File: src/rtl/fibo_chk_sat_cnt.sv
// Saturating up-counter with synchronous reset and count enable.
// It stops at all-ones and never wraps.
module fibo_chk_sat_cnt #(
    parameter int unsigned CNT_W = 8
) (
    input  logic             clk,
    input  logic             reset,
    input  logic             i_en,
    output logic [CNT_W-1:0] o_count
);

    logic [CNT_W-1:0] r_count;

    always_ff @(posedge clk) begin
        if (reset) begin
            r_count <= '0;
        end else if (i_en && (r_count != '1)) begin
            r_count <= r_count + CNT_W'(1);
        end
    end

    assign o_count = r_count;

endmodule

File: config.mk
export PLATFORM = sky130hd
export DESIGN_NAME = fibo_chk_sat_cnt
export DESIGN_NICKNAME = d
export VERILOG_FILES = /design/src/rtl/fibo_chk_sat_cnt.sv
export SDC_FILE = /design/constraint.sdc
export NUM_CORES = 1
export LEC_CHECK = 0
export BUFFER_PORTS_ARGS = -buffer_cell sky130_fd_sc_hd__buf_4
export CORE_AREA = 2 2 39 41
export CTS_BUF_LIST = sky130_fd_sc_hd__clkbuf_4 sky130_fd_sc_hd__clkbuf_8
export CTS_CLUSTER_DIAMETER = 200
export DETAILED_ROUTE_END_ITERATION = 10
export DIE_AREA = 0 0 41 43
export PLACE_DENSITY = 0.49
export RECOVER_POWER = 50
export SKIP_LAST_GASP = 1
export SYNTH_ARGS = -nofsm -noshare
export SYNTH_HDL_FRONTEND = slang
export SYNTH_SLANG_ARGS = --single-unit
File: constraint.sdc
create_clock -name clk -period 1.7 [get_ports clk]
set_input_delay 0.085 -clock clk [delete_from_list [all_inputs] [get_ports clk]]
set_output_delay 0.085 -clock clk [all_outputs]
set_load 0.005 [all_outputs]
==> results of run 1 <==
[report_power, final]
group          leakage [nW]  internal [mW]  switching [mW]
Combinational         0.137         0.0190          0.0149
Sequential           0.0648          0.192         0.00639
Clock                0.0138         0.0811          0.0697
Total                 0.215          0.293          0.0910
[routing by layer]
metal / vias up / routed length [um] / GRT usage (%)
met5: - / 0 / 0
met4: 0 / 17 / 8.000
met3: 2 / 55 / 3.141
met2: 11 / 425 / 18.44
met1: 182 / 439 / 16.67
li1: 203 / - / -
[worst min-delay path by stage]
stage	cells past startpoint	slack [ns]	start	to
2_1_floorplan	1	0.16	reset	o_count[7]$_SDFFE_PP0P_
3_3_place_gp	2	0.33	reset	o_count[7]$_SDFFE_PP0P_
3_5_place_dp	2	0.33	reset	o_count[7]$_SDFFE_PP0P_
4_1_cts	2	0.05	reset	o_count[7]$_SDFFE_PP0P_
5_1_grt	2	0.05	reset	o_count[7]$_SDFFE_PP0P_
6_report	2	0.05	reset	o_count[7]$_SDFFE_PP0P_
[stage by stage]
step	power, mW	cells
3_5_place_dp	0.2377	72
4_1_cts	0.3906	75
3_3_place_gp	0.2375	72
5_1_grt	0.4027	75
6_report	0.3836	75
2_1_floorplan	0.2187	46
[cells by family after synthesis]
group / after synthesis / share of synthesized area [%]
AOI/OAI and AO/OA: 15 / 25.87
and+or+nand+nor: 18 / 24.71
DFF: 8 / 37.21
buffers and inverters: 2 / 3.487
adders and majority gates: 1 / 2.907
muxes: 2 / 5.813
[cells in the mapped netlist]
master | count | area, sq um
and4_1 | 2 | 17.52
and3_4 | 1 | 11.26
ha_1 | 1 | 12.51
o21ai_1 | 1 | 5.000
a21boi_0 | 1 | 7.510
dfxtp_1 | 8 | 160.2
nor3_1 | 2 | 10.01
and2b_2 | 1 | 8.760
inv_1 | 1 | 3.750
or3_2 | 1 | 7.510
a211oi_1 | 2 | 15.01
nand4_1 | 2 | 12.51
o311a_1 | 1 | 10.01
nand3_1 | 2 | 10.01
o21bai_1 | 2 | 15.01
mux2_4 | 1 | 15.01
nor2_1 | 1 | 3.750
buf_6 | 1 | 11.26
mux2i_1 | 1 | 10.01
a21boi_4 | 1 | 18.77
a31oi_1 | 1 | 6.260
a21oi_1 | 5 | 25.02
nand2_1 | 5 | 18.77
a311oi_1 | 1 | 8.760
nand2b_1 | 1 | 6.260
[worst reg2reg max path, delay by kind of cell (launching register included)]
kind | cells | cell delay, ns
AOI/OAI and AO/OA | 1 | 0.18
adders and majority gates | 1 | 0.27
DFF | 1 | 0.35
muxes | 1 | 0.31
and+or+nand+nor | 1 | 0.22
[layout make-up]
cell class                      count  area (sq um)
Fill cell                         152         843.3
Clock buffer                        3         22.52
Tap cell                           16         20.02
Sequential cell                     8         160.2
Inverter                            1         3.754
Timing Repair Buffer               11         78.83
Multi-Input combinational cell     36         255.2
[cells in the final DEF (no fill, tap or decap), types with 2 or more instances in the layout]
cell and instances:
dfxtp_1 8, and4_1 2, buf_4 3, nand4_1 2
clkbuf_4 10, nor3_1 2, nand3_1 2, a21oi_1 5
nand2_1 5, o21bai_1 2, a211oi_1 2
==> impl_results.md, run 1 <==
* Setup TNS at 0 ns
* Number of max-cap violations at 0
* Worst flop-to-flop path endpoint: o_count[0]$_SDFFE_PP0P_
* Achievable clock frequency at around 700 MHz
* CTS tree: done
* Initial antenna violation count at 0
* Cell leakage power at 0.2153 nW
* Number of buffers inserted by post-CTS setup repair at 0
* Vertical die dimension at approximately 43 um
* Hold bufs inserted after CTS at 0
* Vias per Instance at 5.307
* Critical path cell sequence: ha_1 > and3_4 > a21boi_4 > mux2_4
* Final period demand of the worst path at roughly 1.4 ns
* Horiz. Die Dim at ~41 um
* Number of slew-limit violations in the final report at 0
* R2R setup slack at approximately 0.28 ns
* Flip-flop count of the largest register after layout at 8
* Net count of the finished layout at 65
* Largest fanout on the critical path at 6
* Worst VDD drop at between 0.0002 and 0.0003 V
* Clock-pin slew reported for the worst setup and hold paths after clock tree synthesis at approximately 0.060 ns
* Path type of the worst min-delay path: primary input to register
* Mean Syn Cell Area at approximately 9.4 sq um
* WP depth at 4
* Worst slew slack as a fraction of its limit at 82.05%
* Quantity of gates resized following cts at 0
* Source of the critical timing path: o_count[0]$_SDFFE_PP0P_
* Number of rows created at floorplan at 14
* Sequential-to-total area share from yosys stat at between 30% and 40%
* Hold Vio Cnt, Final at 0
* HPWL after detailed placement at roughly 700 um
* Syn Nets at 50
* Power per unit of standard cell area at around 710 mW/mm^2
* Clock root cell: clkbuf_4
* Global-route wire length before repair at approximately 1500 um
* I/O pin total at 11
* Drt initial violations at 3
* Clock Sink Count at 8
* Total inserted antenna cells at 0
* Number of iterations in the first detailed-routing pass at 3
* Synthesis-to-finish area growth at 25.58%
* Sum of overflow across all layers after global routing at 0
* Worst Path Class, Setup: register to register
* Worst-case clock skew at between 0.005 and 0.006 ns
* Post-route cell area at around 540 sq um
* Smallest hold slack at 0.05268 ns
* Placeable core region at approximately 0.0014 sq mm
* Final antenna-violating net count at 0
* Area of the die at around 0.0018 sq mm
* Final wirelength at approximately 940 um
* Starting density of the core at a little under a third
* Post-Route Utilization at between 30% and 40%
* DR vias at ~400
* Number of CTS-inserted buffers at 3
* Number of global-route vias before repair at 360
* Slowest Stage Delay on Critical Path at approximately 0.35 ns
* Mapped Cells at 46
* Count of cell types in the netlist at 25
* Critical Path Sink Type: register
* Count of unresolved DRC violations after routing at 0
* Layout cell share with drive strength beyond 1 at between 30% and 40%
* CP Data Arrival Time at between 1.5 and 2 ns
* Routed len/inst at between 10 and 15 um
* Number of setup violations in the final report at 0
* Worst path slowest cell: dfxtp_1
* Later-pin clock latency in the skew report at 0.26 ns
* Top Family by Delay on Critical Path: flip-flops
* Buffering stage count on the worst path with inverters included at 0
* Number of port buffers at 10
* Post-Synthesis Cell Area at around 430 sq um
* Post-DP Area at about 520 sq um
* Type of element launching the critical path: register
* Post-synthesis register bit count at 8
* Synth warn at 0
* Worst setup endpoint: o_count[0]$_SDFFE_PP0P_
* All-layer global routing usage at between 10% and 20%
* Final period util at a little over four fifths
* Final setup slack of the worst path at between 0.2 and 0.3 ns
* Result of the run: completed
* Depth of the CTS H-tree at 1
* Largest net degree at the start of global routing at 9
* Startpoint of the worst register-to-register path: o_count[0]$_SDFFE_PP0P_
* Minimum setup slack after placement at between 0.2 and 0.3 ns
* Worst R2R Path Depth at 4
* Setup repair after global routing missed its margin: false
* Weighted congestion at the end of routability-driven global placement at between 0.7 and 0.8
* Slew at the pin closest to its max-slew limit at 0.2693 ns
* Required time at the worst-slack endpoint at between 1.5 and 2 ns
* Number of buffers on the longest clock path at 2
(Power assumes the default switching activity.)
==> inputs of run 2 (changes only) <==
- clock period: 1.7 -> 1.35 ns (I/O delays scaled with it)
==> run 2 against run 1 <==
Net effect: sequential share of layout area decreased by 1.9 points; combinational power increased by 57%; clock skew decreased by 0.0028 ns; power increased by 27%; worst setup slack got worse by 0.20 ns; via count increased by 6.0%; critical path depth unchanged; critical endpoint unchanged; largest power group unchanged.
==> impl_results.md, run 2 (synthesis gave the netlist of run 1 again) <==
* Number of max-cap violations at 0
* Initial antenna violation count at 0
* Minimum setup slack after placement at 0.07218 ns
* Internal Pwr Total at ~0.37 mW
* Total inserted antenna cells at 0
* Synthesis-to-finish area growth at 34.01%
* Vertical die dimension at roughly 43 um
* Slew at the pin closest to its max-slew limit at around 0.29 ns
* Critical Path Sink Type: register
* Layout cell share with drive strength beyond 1 at between 30% and 40%
* Type of element launching the critical path: register
* Weighted congestion at the end of routability-driven global placement at 0.7101
* CP Data Arrival Time at roughly 1.4 ns
* Post-route cell area at 576.8 sq um
* Worst Path Class, Setup: register to register
* Later-pin clock latency in the skew report at ~0.26 ns
* Achievable clock frequency at 784.1 MHz
* Number of setup violations in the final report at 0
* Final setup slack of the worst path at 0.07463 ns
* Total net switching power at roughly 0.11 mW
* Depth of the CTS H-tree at 1
* Part of the power in registers at 50.4%
* Cell leakage power at roughly 0.23 nW
* Worst R2R Path Depth at 4
* Worst-case clock skew at 0.002556 ns
* Largest fanout on the critical path at 3
* Routed len/inst at about 13 um
* Clock root cell: clkbuf_4
* Post-DP Area at 576.8 sq um
* I/O pin total at 11
* Global-route wire length before repair at around 1600 um
* Setup repair after global routing missed its margin: false
* Slowest Stage Delay on Critical Path at a little over 0.3 ns
* Worst path slowest cell: dfxtp_1
* HPWL after detailed placement at about 800 um
* Worst slew slack as a fraction of its limit at between 80% and 90%
* Number of iterations in the first detailed-routing pass at 4
* Clock-pin slew reported for the worst setup and hold paths after clock tree synthesis at roughly 0.050 ns
* Setup TNS at 0 ns
* Result of the run: completed
* Largest net degree at the start of global routing at 9
* Critical path cell sequence: ha_2 > and3_4 > a21boi_4 > mux2_4
* Buffering stage count on the worst path with inverters included at 0
* Starting density of the core at between 30% and 40%
* Sum of overflow across all layers after global routing at 0
* WP depth at 4
* Final period util at 94.47%
* Path type of the worst min-delay path: primary input to register
* All-layer global routing usage at between 10% and 20%
* Clock Sink Count at 8
* Horiz. Die Dim at slightly above 40 um
* Number of CTS-inserted buffers at 3
* Number of slew-limit violations in the final report at 0
* Final antenna-violating net count at 0
* Smallest hold slack at 0.02538 ns
* Quantity of gates resized following cts at 0
* Area of the die at 0.001763 sq mm
* Number of buffers inserted by post-CTS setup repair at 0
* Number of port buffers at 10
* Worst VDD drop at ~0.00049 V
* Number of rows created at floorplan at 14
* Flip-flop count of the largest register after layout at 8
* Vias per Instance at ~5.1
* Switching share of power at 23.49%
* CTS tree: done
* Final wirelength at approximately 1000 um
* Hold Vio Cnt, Final at 0
* Number of global-route vias before repair at 350
* Net count of the finished layout at 72
* Power per unit of standard cell area at between 800 and 900 mW/mm^2
* Most common library cell in the layout ignoring fill and taps: buf_4
* Number of buffers on the longest clock path at 2
* Required time at the worst-slack endpoint at 1.50 ns
* Final-layout fill cell count at 155
* Count of unresolved DRC violations after routing at 0
* DR vias at 422
* Combinational power share at 10.9%
* Cell count of the worst hold path at 2
* Final period demand of the worst path at approximately 1.3 ns
* Most used cells in the layout excluding fill and tap cells: buf_4, dfxtp_1, clkbuf_1, a21oi_1, nand2_1
* Hold bufs inserted after CTS at 0
* Placeable core region at 0.001384 sq mm
* Drt initial violations at 5
* Proportion of power drawn by the clock network at 38.7%
* Top Family by Delay on Critical Path: flip-flops
## run 2: changes by cell type in the layout (fill, tap and decap cells not counted)
cell	before	now
ha_1	1	0
buf_4	3	11
clkbuf_4	10	4
ha_2	0	1
clkbuf_1	1	6
## run 2: metrics by stage
step,total power [mW],utilization [%],instances
finish,0.4889,41.68,82
global route,0.5179,41.68,82
CTS,0.5010,43.31,82
detailed placement,0.3078,41.68,79
global placement,0.3080,41.68,79
floorplan,0.2760,-,46
## run 2: worst paths after layout
| path | from | to | slack (ns) |
|---|---|---|---|
| max | o_count[0]$_SDFFE_PP0P_ | o_count[0]$_SDFFE_PP0P_ | 0.07 |
| min | reset | o_count[7]$_SDFFE_PP0P_ | 0.03 |
| max reg2reg | o_count[0]$_SDFFE_PP0P_ | o_count[0]$_SDFFE_PP0P_ | 0.07 |
| min reg2reg | o_count[2]$_SDFFE_PP0P_ | o_count[2]$_SDFFE_PP0P_ | 0.61 |
## run 2: layout make-up
cell class                 count  area, sq um  share of cell area [%]
sequential                     8        160.2                   27.77
tap                           16        20.02                   3.471
inverter                       1        3.754                  0.6508
multi-input combinational     36        257.7                   44.69
clock buffer                   3        22.52                   3.905
timing repair buffer          18        112.6                   19.52
## run 2: per-layer routing
| metal | global-route usage, % | part of all wire, % | up-vias |
|---|---|---|---|
| met5 | 0 | 0 | - |
| met4 | 6.000 | 1.1 | 0 |
| met3 | 9.424 | 7.5 | 2 |
| met2 | 19.06 | 46 | 9 |
| met1 | 17.36 | 45 | 190 |
| li1 | - | - | 221 |
## run 2: power groups by stage
stage               combinational (mW)  clock [mW]  sequential (mW)
finish                          0.0533       0.189            0.246
global route                    0.0598       0.211            0.247
CTS                             0.0564       0.198            0.246
detailed placement              0.0562           0            0.252
global placement                0.0566           0            0.251
floorplan                       0.0211           0            0.255
